===== src/rtl/mem_bank_ctrl_pkg.sv =====
// Package: mem_bank_ctrl_pkg
// Purpose: Constants and types shared by the mem_bank initiator.
//  - MODE_WRITING / MODE_PLAYBACK : encodings of the mem_bank mode input
//  - state_e                      : controller FSM states
package mem_bank_ctrl_pkg;

    localparam logic MODE_WRITING  = 1'b0;
    localparam logic MODE_PLAYBACK = 1'b1;

    typedef enum logic [1:0] {
        ST_IDLE       = 2'd0,
        ST_WAIT_READY = 2'd1,
        ST_SYNC       = 2'd2,
        ST_PLAY       = 2'd3
    } state_e;

endpackage


===== src/rtl/mem_bank_ctrl.sv =====
// Module: mem_bank_ctrl
// Purpose: Initiator side of the mem_bank capture/playback interface. Forwards
//  front-end sample strobes into mem_bank while it is writing. On a start request
//  it waits for mem_bank ready, switches it to playback for a number of frames,
//  then returns it to writing.
// Ports:
//  clk, reset_n           clock, asynchronous active-low reset
//  fe_sample, fe_strobe   front-end sample and its valid strobe
//  start, num_passes      playback request and frame count (0 means 1)
//  mb_ready               mem_bank ready
//  mb_frame_start/_end    mem_bank frame markers
//  mb_data_in/_avail      registered sample path into mem_bank
//  mb_mode                registered mem_bank mode
//  busy, done             activity flag and end-of-request pulse
//  pass_count             completed passes of the current request
//  sync_err               sticky frame_start timeout flag
module mem_bank_ctrl
    import mem_bank_ctrl_pkg::*;
#(
    parameter int SAMPLE_WIDTH = 3,
    parameter int PASS_WIDTH   = 8,
    parameter int SYNC_TIMEOUT = 16
) (
    input  logic                    clk,
    input  logic                    reset_n,
    input  logic [SAMPLE_WIDTH-1:0] fe_sample,
    input  logic                    fe_strobe,
    input  logic                    start,
    input  logic [PASS_WIDTH-1:0]   num_passes,
    input  logic                    mb_ready,
    input  logic                    mb_frame_start,
    input  logic                    mb_frame_end,
    output logic [SAMPLE_WIDTH-1:0] mb_data_in,
    output logic                    mb_data_avail,
    output logic                    mb_mode,
    output logic                    busy,
    output logic                    done,
    output logic [PASS_WIDTH-1:0]   pass_count,
    output logic                    sync_err
);

    localparam int TMO_W = $clog2(SYNC_TIMEOUT) + 1;
    localparam logic [TMO_W-1:0] TMO_LAST = TMO_W'(SYNC_TIMEOUT - 1);

    state_e                  state_q, state_d;
    logic                    mode_q, mode_d;
    logic [SAMPLE_WIDTH-1:0] data_in_q, data_in_d;
    logic                    data_avail_q, data_avail_d;
    logic                    done_q, done_d;
    logic                    sync_err_q, sync_err_d;
    logic [PASS_WIDTH-1:0]   passes_q, passes_d;
    logic [PASS_WIDTH-1:0]   pass_count_q, pass_count_d;
    logic [TMO_W-1:0]        tmo_q, tmo_d;

    // One extra bit so the last-pass compare is exact even at all-ones.
    logic [PASS_WIDTH:0]     pass_inc;
    logic                    last_pass;

    assign pass_inc  = {1'b0, pass_count_q} + 1'b1;
    assign last_pass = (pass_inc == {1'b0, passes_q});

    always_comb begin
        state_d      = state_q;
        mode_d       = mode_q;
        passes_d     = passes_q;
        pass_count_d = pass_count_q;
        sync_err_d   = sync_err_q;
        tmo_d        = tmo_q;
        done_d       = 1'b0;

        // Sample path follows the mode currently presented to mem_bank, so
        // strobes are dropped for exactly the cycles mem_bank is in playback.
        data_avail_d = (mode_q == MODE_WRITING) && fe_strobe;
        data_in_d    = (mode_q == MODE_WRITING) ? fe_sample : data_in_q;

        // Frame end handling shared by SYNC (degenerate one-sample frame) and PLAY.
        if ((state_q == ST_PLAY || (state_q == ST_SYNC && mb_frame_start)) && mb_frame_end) begin
            pass_count_d = (&pass_count_q) ? pass_count_q : pass_inc[PASS_WIDTH-1:0];
        end

        case (state_q)
            ST_IDLE: begin
                if (start) begin
                    passes_d     = (num_passes == '0) ? PASS_WIDTH'(1) : num_passes;
                    pass_count_d = '0;
                    sync_err_d   = 1'b0;
                    tmo_d        = '0;
                    if (mb_ready) begin
                        state_d = ST_SYNC;
                        mode_d  = MODE_PLAYBACK;
                    end else begin
                        state_d = ST_WAIT_READY;
                    end
                end
            end
            ST_WAIT_READY: begin
                if (mb_ready) begin
                    state_d = ST_SYNC;
                    mode_d  = MODE_PLAYBACK;
                    tmo_d   = '0;
                end
            end
            ST_SYNC: begin
                if (mb_frame_start) begin
                    state_d = ST_PLAY;
                    tmo_d   = '0;
                    if (mb_frame_end && last_pass) begin
                        state_d = ST_IDLE;
                        mode_d  = MODE_WRITING;
                        done_d  = 1'b1;
                    end
                end else if (tmo_q == TMO_LAST) begin
                    state_d    = ST_IDLE;
                    mode_d     = MODE_WRITING;
                    sync_err_d = 1'b1;
                end else begin
                    tmo_d = tmo_q + 1'b1;
                end
            end
            ST_PLAY: begin
                if (mb_frame_end && last_pass) begin
                    state_d = ST_IDLE;
                    mode_d  = MODE_WRITING;
                    done_d  = 1'b1;
                end
            end
            default: state_d = ST_IDLE;
        endcase
    end

    always_ff @(posedge clk or negedge reset_n) begin
        if (!reset_n) begin
            state_q      <= ST_IDLE;
            mode_q       <= MODE_WRITING;
            data_in_q    <= '0;
            data_avail_q <= 1'b0;
            done_q       <= 1'b0;
            sync_err_q   <= 1'b0;
            passes_q     <= '0;
            pass_count_q <= '0;
            tmo_q        <= '0;
        end else begin
            state_q      <= state_d;
            mode_q       <= mode_d;
            data_in_q    <= data_in_d;
            data_avail_q <= data_avail_d;
            done_q       <= done_d;
            sync_err_q   <= sync_err_d;
            passes_q     <= passes_d;
            pass_count_q <= pass_count_d;
            tmo_q        <= tmo_d;
        end
    end

    assign mb_mode       = mode_q;
    assign mb_data_in    = data_in_q;
    assign mb_data_avail = data_avail_q;
    assign busy          = (state_q != ST_IDLE);
    assign done          = done_q;
    assign pass_count    = pass_count_q;
    assign sync_err      = sync_err_q;

endmodule


===== config.mk =====
export PLATFORM = sky130hd
export DESIGN_NAME = mem_bank_ctrl
export DESIGN_NICKNAME = d
export VERILOG_FILES = /design/src/rtl/mem_bank_ctrl_pkg.sv /design/src/rtl/mem_bank_ctrl.sv
export SDC_FILE = /design/constraint.sdc
export NUM_CORES = 1
export LEC_CHECK = 0
export ABC_AREA = 0
export BUFFER_PORTS_ARGS = -buffer_cell sky130_fd_sc_hd__buf_2
export CAP_MARGIN = 40
export CORE_MARGIN = 1
export CORE_UTILIZATION = 49
export CTS_BUF_LIST = sky130_fd_sc_hd__clkbuf_4 sky130_fd_sc_hd__clkbuf_8 sky130_fd_sc_hd__clkbuf_16
export DETAILED_ROUTE_END_ITERATION = 7
export GPL_ROUTABILITY_DRIVEN = 1
export PLACE_DENSITY_LB_ADDON = 0.1
export SLEW_MARGIN = 25
export SYNTH_ARGS = -nofsm -noshare
export SYNTH_HDL_FRONTEND = slang
export SYNTH_SLANG_ARGS = --single-unit

===== constraint.sdc =====
create_clock -name clk -period 1.9 [get_ports clk]
set_clock_uncertainty 0.05 [all_clocks]
set_input_delay 0.19 -clock clk [delete_from_list [all_inputs] [get_ports clk]]
set_output_delay 0.19 -clock clk [all_outputs]
set_load 0.02 [all_outputs]

Word-level counts from Yosys, hierarchy flattened
Cells that the tools add are included.
- memories: 0
- memory bits (read-only): 0
- register bits after elaboration: 30
- word-level logic and storage cells: 71
- RAM bits: 0
- bits of input ports: 18
- output and inout port bits: 16
- latch bits: 0
- add/sub/neg operators: 2
- magnitude comparators: 0
- multipliers: 0
- reduce and logical (&&, ||, !) cells: 16
- muxes and demuxes: 31
- bitwise logic cells: 1
- equal/unequal tests: 12
- div/mod/pow operators: 0
- shifts and indexed selects: 0
- operator list (operator ; number):
    $mux 8 ; 5
    $mux 5 ; 4
    $pmux 5 s3 ; 1
    $mux 2 ; 7
    $reduce_and 4->1 ; 3
    $mux 1 ; 10
    $add 8x1->9 const B ; 1
    $eq 9x8->1 ; 1
    $logic_not 8->1 ; 1
    $pmux 2 s4 ; 1
    $reduce_and 8->1 ; 1
    $ne 2x2->1 const B ; 3
    $add 5x1->5 const B ; 1
    $eq 5x4->1 const B ; 1
    $eq 2x2->1 const B ; 2
    $logic_and 1x1->1 ; 4
    $ne 2x1->1 const B ; 2
    $pmux 1 s2 ; 2
    $pmux 1 s4 ; 1
    $reduce_and 2->1 ; 2
    $reduce_bool 2->1 ; 2
    $ne 3x2->1 const B ; 1
    $ne 3x3->1 const B ; 1
    $reduce_bool 3->1 ; 1
    other kinds (4) ; 4

Longest topological paths before layout
- depth in word-level cells: 7
- mapped depth: 8
- gate-level depth less buffers: 8

Worst setup path after synthesis
No wires, ideal clock.
- path type: reg2reg
- start point: register tmo_q[0]
- end point: register state_q[1]
- library setup time: 0.077 ns
- slack: -0.081 ns
- required time: 1.773 ns
- buffers on the path: 0
- cell stages (with the launch flop): 9
- clock period less this slack: 1.981 ns
- arrival time: 1.854 ns
- cell sequence: dfrtp_1 > ha_1 > and3_1 > ha_1 > or4b_1 > o21a_1 > o21ai_0 > a2111oi_2 > a21oi_1
- cells in the longest elaborated chain, start to end: 3
- ends and longest elaborated chain (what ; RTL line ; text):
    start: declaration ; mem_bank_ctrl.sv:53 ; logic [TMO_W-1:0] tmo_q, tmo_d;
    start signal: assignment ; mem_bank_ctrl.sv:151 ; tmo_q <= tmo_d;
    $eq 5x4->1 ; mem_bank_ctrl.sv:112 ; end else if (tmo_q == TMO_LAST) begin
    $ne 3x2->1 (no line) ; - ;
    $reduce_and 4->1 (no line) ; - ;
    end signal: assignment ; mem_bank_ctrl.sv:143 ; state_q <= state_d;
    end: declaration ; mem_bank_ctrl.sv:45 ; state_e state_q, state_d;
Every way passes these cells.
A chain may end at the register's enable or synchronous reset.

Worst setup path in the final report
Same ends and word-level chain as after synthesis.

==> results.txt <==
----------------------------------------------------
[Status]
  Status ... complete, no violations

[Floorplanning]
  Die width ... between 60 and 70 µm
  Number of rows in the core area ... 21
  Die area ... ~3700 µm²
  Top-level I/O count ... 34
  Die boundary height ... 60.9 µm
  Starting density of the core ... 0.509
  Area of the core ... 3340 µm²

[Worst setup path]
  Buffering stage count on the worst path with inverters included ... 0
  Number of cell instances on the worst register-to-register path ... 8
  Slowest CP cell ... sky130_fd_sc_hd__or4b_4
  Cell family contributing the most delay on the critical path ... simple AND/OR/NAND/NOR gates
  Logic depth of the worst setup path including buffers ... 8
  Critical setup path kind ... reg -> reg
  Data arrival, critical path ... about 2100 ps
  Cell breakdown of the critical path ... ha_2 -> and3_4 -> ha_4 -> or4b_4 -> o21a_1 -> o21ai_1 -> a2111oi_2 -> a21oi_1
  Max incr delay on CP ... a little under 500 ps
  Nature of the critical path endpoint ... register
  Worst setup SP type ... register
  Required @ worst endpoint ... approximately 2100 ps
  Maximum net fanout on the critical path ... 2

[Detailed routing]
  Final wirelength ... 3.57 mm
  Via Count ... between 1000 and 1500
  Wirelength per Cell ... 13.5 µm
  DRT antenna net count ... 0
  Detailed Routing Iterations Pass 1 ... 4
  Number of DRC markers in iteration 0 ... 62
  Vias per cell ... about 5.4
  Number of remaining DRC errors ... 0

[Global route]
  Global-route wire length before repair ... between 5 and 6 mm
  Via count of the first global-routing pass ... 1271
  Antenna violations before repair ... 0
  Grt total ovfl ... 0
  Overall routing resource usage ... 0.218
  Maximum number of pins on one net before global-route repair ... 31

[Timing]
  RSZ-0062 raised after global routing ... true
  Final period demand of the worst path ... approximately 1900 ps
  Slew of the pin with the lowest slew margin ... roughly 670 ps
  Total of endpoints with negative setup slack in the final report ... 0
  Number of max-slew violations in the final report ... 0
  Setup TNS ... 0 ps
  Final period utilization ... 0.997
  Final count of hold timing violations ... 0
  Maximum achievable frequency ... 528 MHz
  Relative slew slack ... 0.553

[Flow run]
  Maximum Capacitance Violations ... 0

[Synthesis]
  Post-Synthesis Cell Area ... approximately 1700 µm²
  Library cell occupying the most area in the post-synthesis netlist ... sky130_fd_sc_hd__dfrtp_1
  Primary FF master, synth ... sky130_fd_sc_hd__dfrtp_1
  Post-synth EDFFs ... 0
  Most common cell in the synthesized netlist ... sky130_fd_sc_hd__dfrtp_1
  Total nets after synthesis ... 188
  Synth warn ... 0
  Post-synth top cells ... sky130_fd_sc_hd__dfrtp_1 (30), sky130_fd_sc_hd__nor2_1 (19), sky130_fd_sc_hd__a21oi_1 (13), sky130_fd_sc_hd__mux2_2 (11), sky130_fd_sc_hd__o21ai_0 (9)
  Sequential fraction of the synthesis area ... 0.442
  Share of Yosys cell area claimed by the top area cell type ... 0.442
  Cell types with the largest area share after synthesis ... sky130_fd_sc_hd__dfrtp_1 (44%), sky130_fd_sc_hd__mux2_2 (7.3%), sky130_fd_sc_hd__nor2_1 (4.2%)
  Async S/R FF share, synth ... 1.00
  Synthesized instance count ... roughly 170
  Unique masters post-synth ... 46
  Number of storage elements in the synthesis netlist ... 30
  Synthesized area per cell ... about 10 µm²

[Clocking]
  CTS tree ... built
  Clk_lat worst skew ... 340 ps
  Bufs on Longest Clock Path ... 2
  Register clock-pin slew on the reported worst setup and hold paths ... 100 ps
  Clk sinks ... 30
  Number of CTS-inserted buffers ... 5
  Buffer type at the clock tree root ... sky130_fd_sc_hd__clkbuf_4
  Max H-tree Level ... 2

[Pwr]
  Cell area power density ... between 1000 and 1500 nW/µm²
  Overall power consumption ... 2.96 mW
  Leak pwr ... 0.931 nW
  Maximum VDD drop ... 0.759 mV

[Final layout]
  Fill cell count ... roughly 300
  Synth-to-Final Area Change ... 23.1%
  Net total in the final layout ... 238
  Core Util, Final ... 0.627
  Diodes inserted ... 0
  Post-route design area ... 2090 µm²
  Share of post-route cells with drive strength above 1 ... 0.390

[Placement]
  # port buffers ... 33
  Area of placed instances ... between 1500 and 2000 µm²
  DP HPWL ... 2.71 mm
  Placer congestion estimate ... just over 0.8

[Hold path]
  Path type of the worst min-delay path ... in -> reg
  Number of instances on the worst hold path ... 2

----------------------------------------------------
logic make-up (layout without fill, tap and decap cells):
group | after synthesis | in the layout | share of synthesized area
flip-flops | 30 | 30 | 0.442
XOR/XNOR | 10 | 10 | 0.0560
buffers and inverters | 10 | 61 | 0.0368
AND/OR/NAND/NOR | 61 | 61 | 0.196
multiplexers | 14 | 14 | 0.0906
AO/OA/AOI/OAI | 39 | 39 | 0.156
adder cells (fa/ha/maj) | 3 | 3 | 0.0221
what timing repair did:
| item | 4_1_cts | 5_1_grt |
|---|---|---|
| endpoints found under the hold margin | 30 | 0 |
| pin swaps | 3 | 2 |
| resized for setup | 2 | 2 |
| buffers inserted | 2 | 0 |
| endpoints found under the setup margin | 1 | 9 |
| hold buffers | 1 | 0 |
cell type report:
| type | count | area (µm²) | share of cell area |
|---|---|---|---|
| Clock buffer | 6 | 51.3 | 0.0245 |
| Clock inverter | 2 | 12.5 | 0.00598 |
| Inverter | 4 | 15.0 | 0.00718 |
| Multi-Input combinational cell | 127 | 916 | 0.438 |
| Sequential cell | 30 | 751 | 0.359 |
| Tap cell | 46 | 57.6 | 0.0275 |
| Timing Repair Buffer | 49 | 288 | 0.138 |
where the power goes:
part	switching [mW]	internal (mW)	total (mW)
Combinational	0.747	0.692	1.44
Clock	0.231	0.178	0.409
Sequential	0.250	0.863	1.11
placed cells by master (no fill, tap or decap), types with 3 or more instances in the layout:
| master | synthesis | layout |
|---|---|---|
| sky130_fd_sc_hd__dfrtp_1 | 30 | 30 |
| sky130_fd_sc_hd__nor3_1 | 6 | 6 |
| sky130_fd_sc_hd__o21ai_0 | 9 | 8 |
| sky130_fd_sc_hd__buf_4 | 2 | 15 |
| sky130_fd_sc_hd__inv_1 | 4 | 4 |
| sky130_fd_sc_hd__nand3_1 | 4 | 4 |
| sky130_fd_sc_hd__mux2_2 | 11 | 11 |
| sky130_fd_sc_hd__clkbuf_4 | 0 | 5 |
| sky130_fd_sc_hd__mux2i_1 | 3 | 3 |
| sky130_fd_sc_hd__nor2b_1 | 3 | 3 |
| sky130_fd_sc_hd__nand2_1 | 8 | 8 |
| sky130_fd_sc_hd__a21oi_1 | 13 | 13 |
| sky130_fd_sc_hd__nor2_1 | 19 | 19 |
| sky130_fd_sc_hd__buf_2 | 2 | 33 |
| sky130_fd_sc_hd__xor2_1 | 7 | 7 |
state kept, by name, indices dropped and copies added (netlist names):
name / count
mb_mode: 1
tmo_q: 5
mb_data_avail: 1
mb_data_in: 3
sync_err: 1
passes_q: 8
state_q: 2
done: 1
pass_count: 8
metal layers:
layer | track usage | part of all wire | wire length [µm] | vias up
li1 | - | - | - | 710
met1 | 0.274 | 0.46 | 1630 | 687
met2 | 0.355 | 0.49 | 1730 | 33
met3 | 0.0661 | 0.042 | 150 | 6
met4 | 0.0779 | 0.016 | 57 | 0
met5 | 0 | 0 | 0 | -
metrics by stage:
step	setup WS, ps	hold WS (ps)	cells
finish	4.84	26.3	264
global route	-61.8	5.60	264
CTS	-7.21	10.8	264
detailed placement	-18.9	222	253
global placement	26.0	203	253
floorplan	4.10	-156	167
final timing paths:
path,start,end,slack (ps)
min in group asynchronous,reset_n,pass_count[7],360
max in group asynchronous,reset_n,pass_count[1],1000
min reg2reg,tmo_q[3],tmo_q[3],440
max,tmo_q[0],state_q[1],5
min,fe_sample[1],mb_data_in[1],30
max reg2reg,tmo_q[0],state_q[1],5
Power figures use the tool's default switching activity.
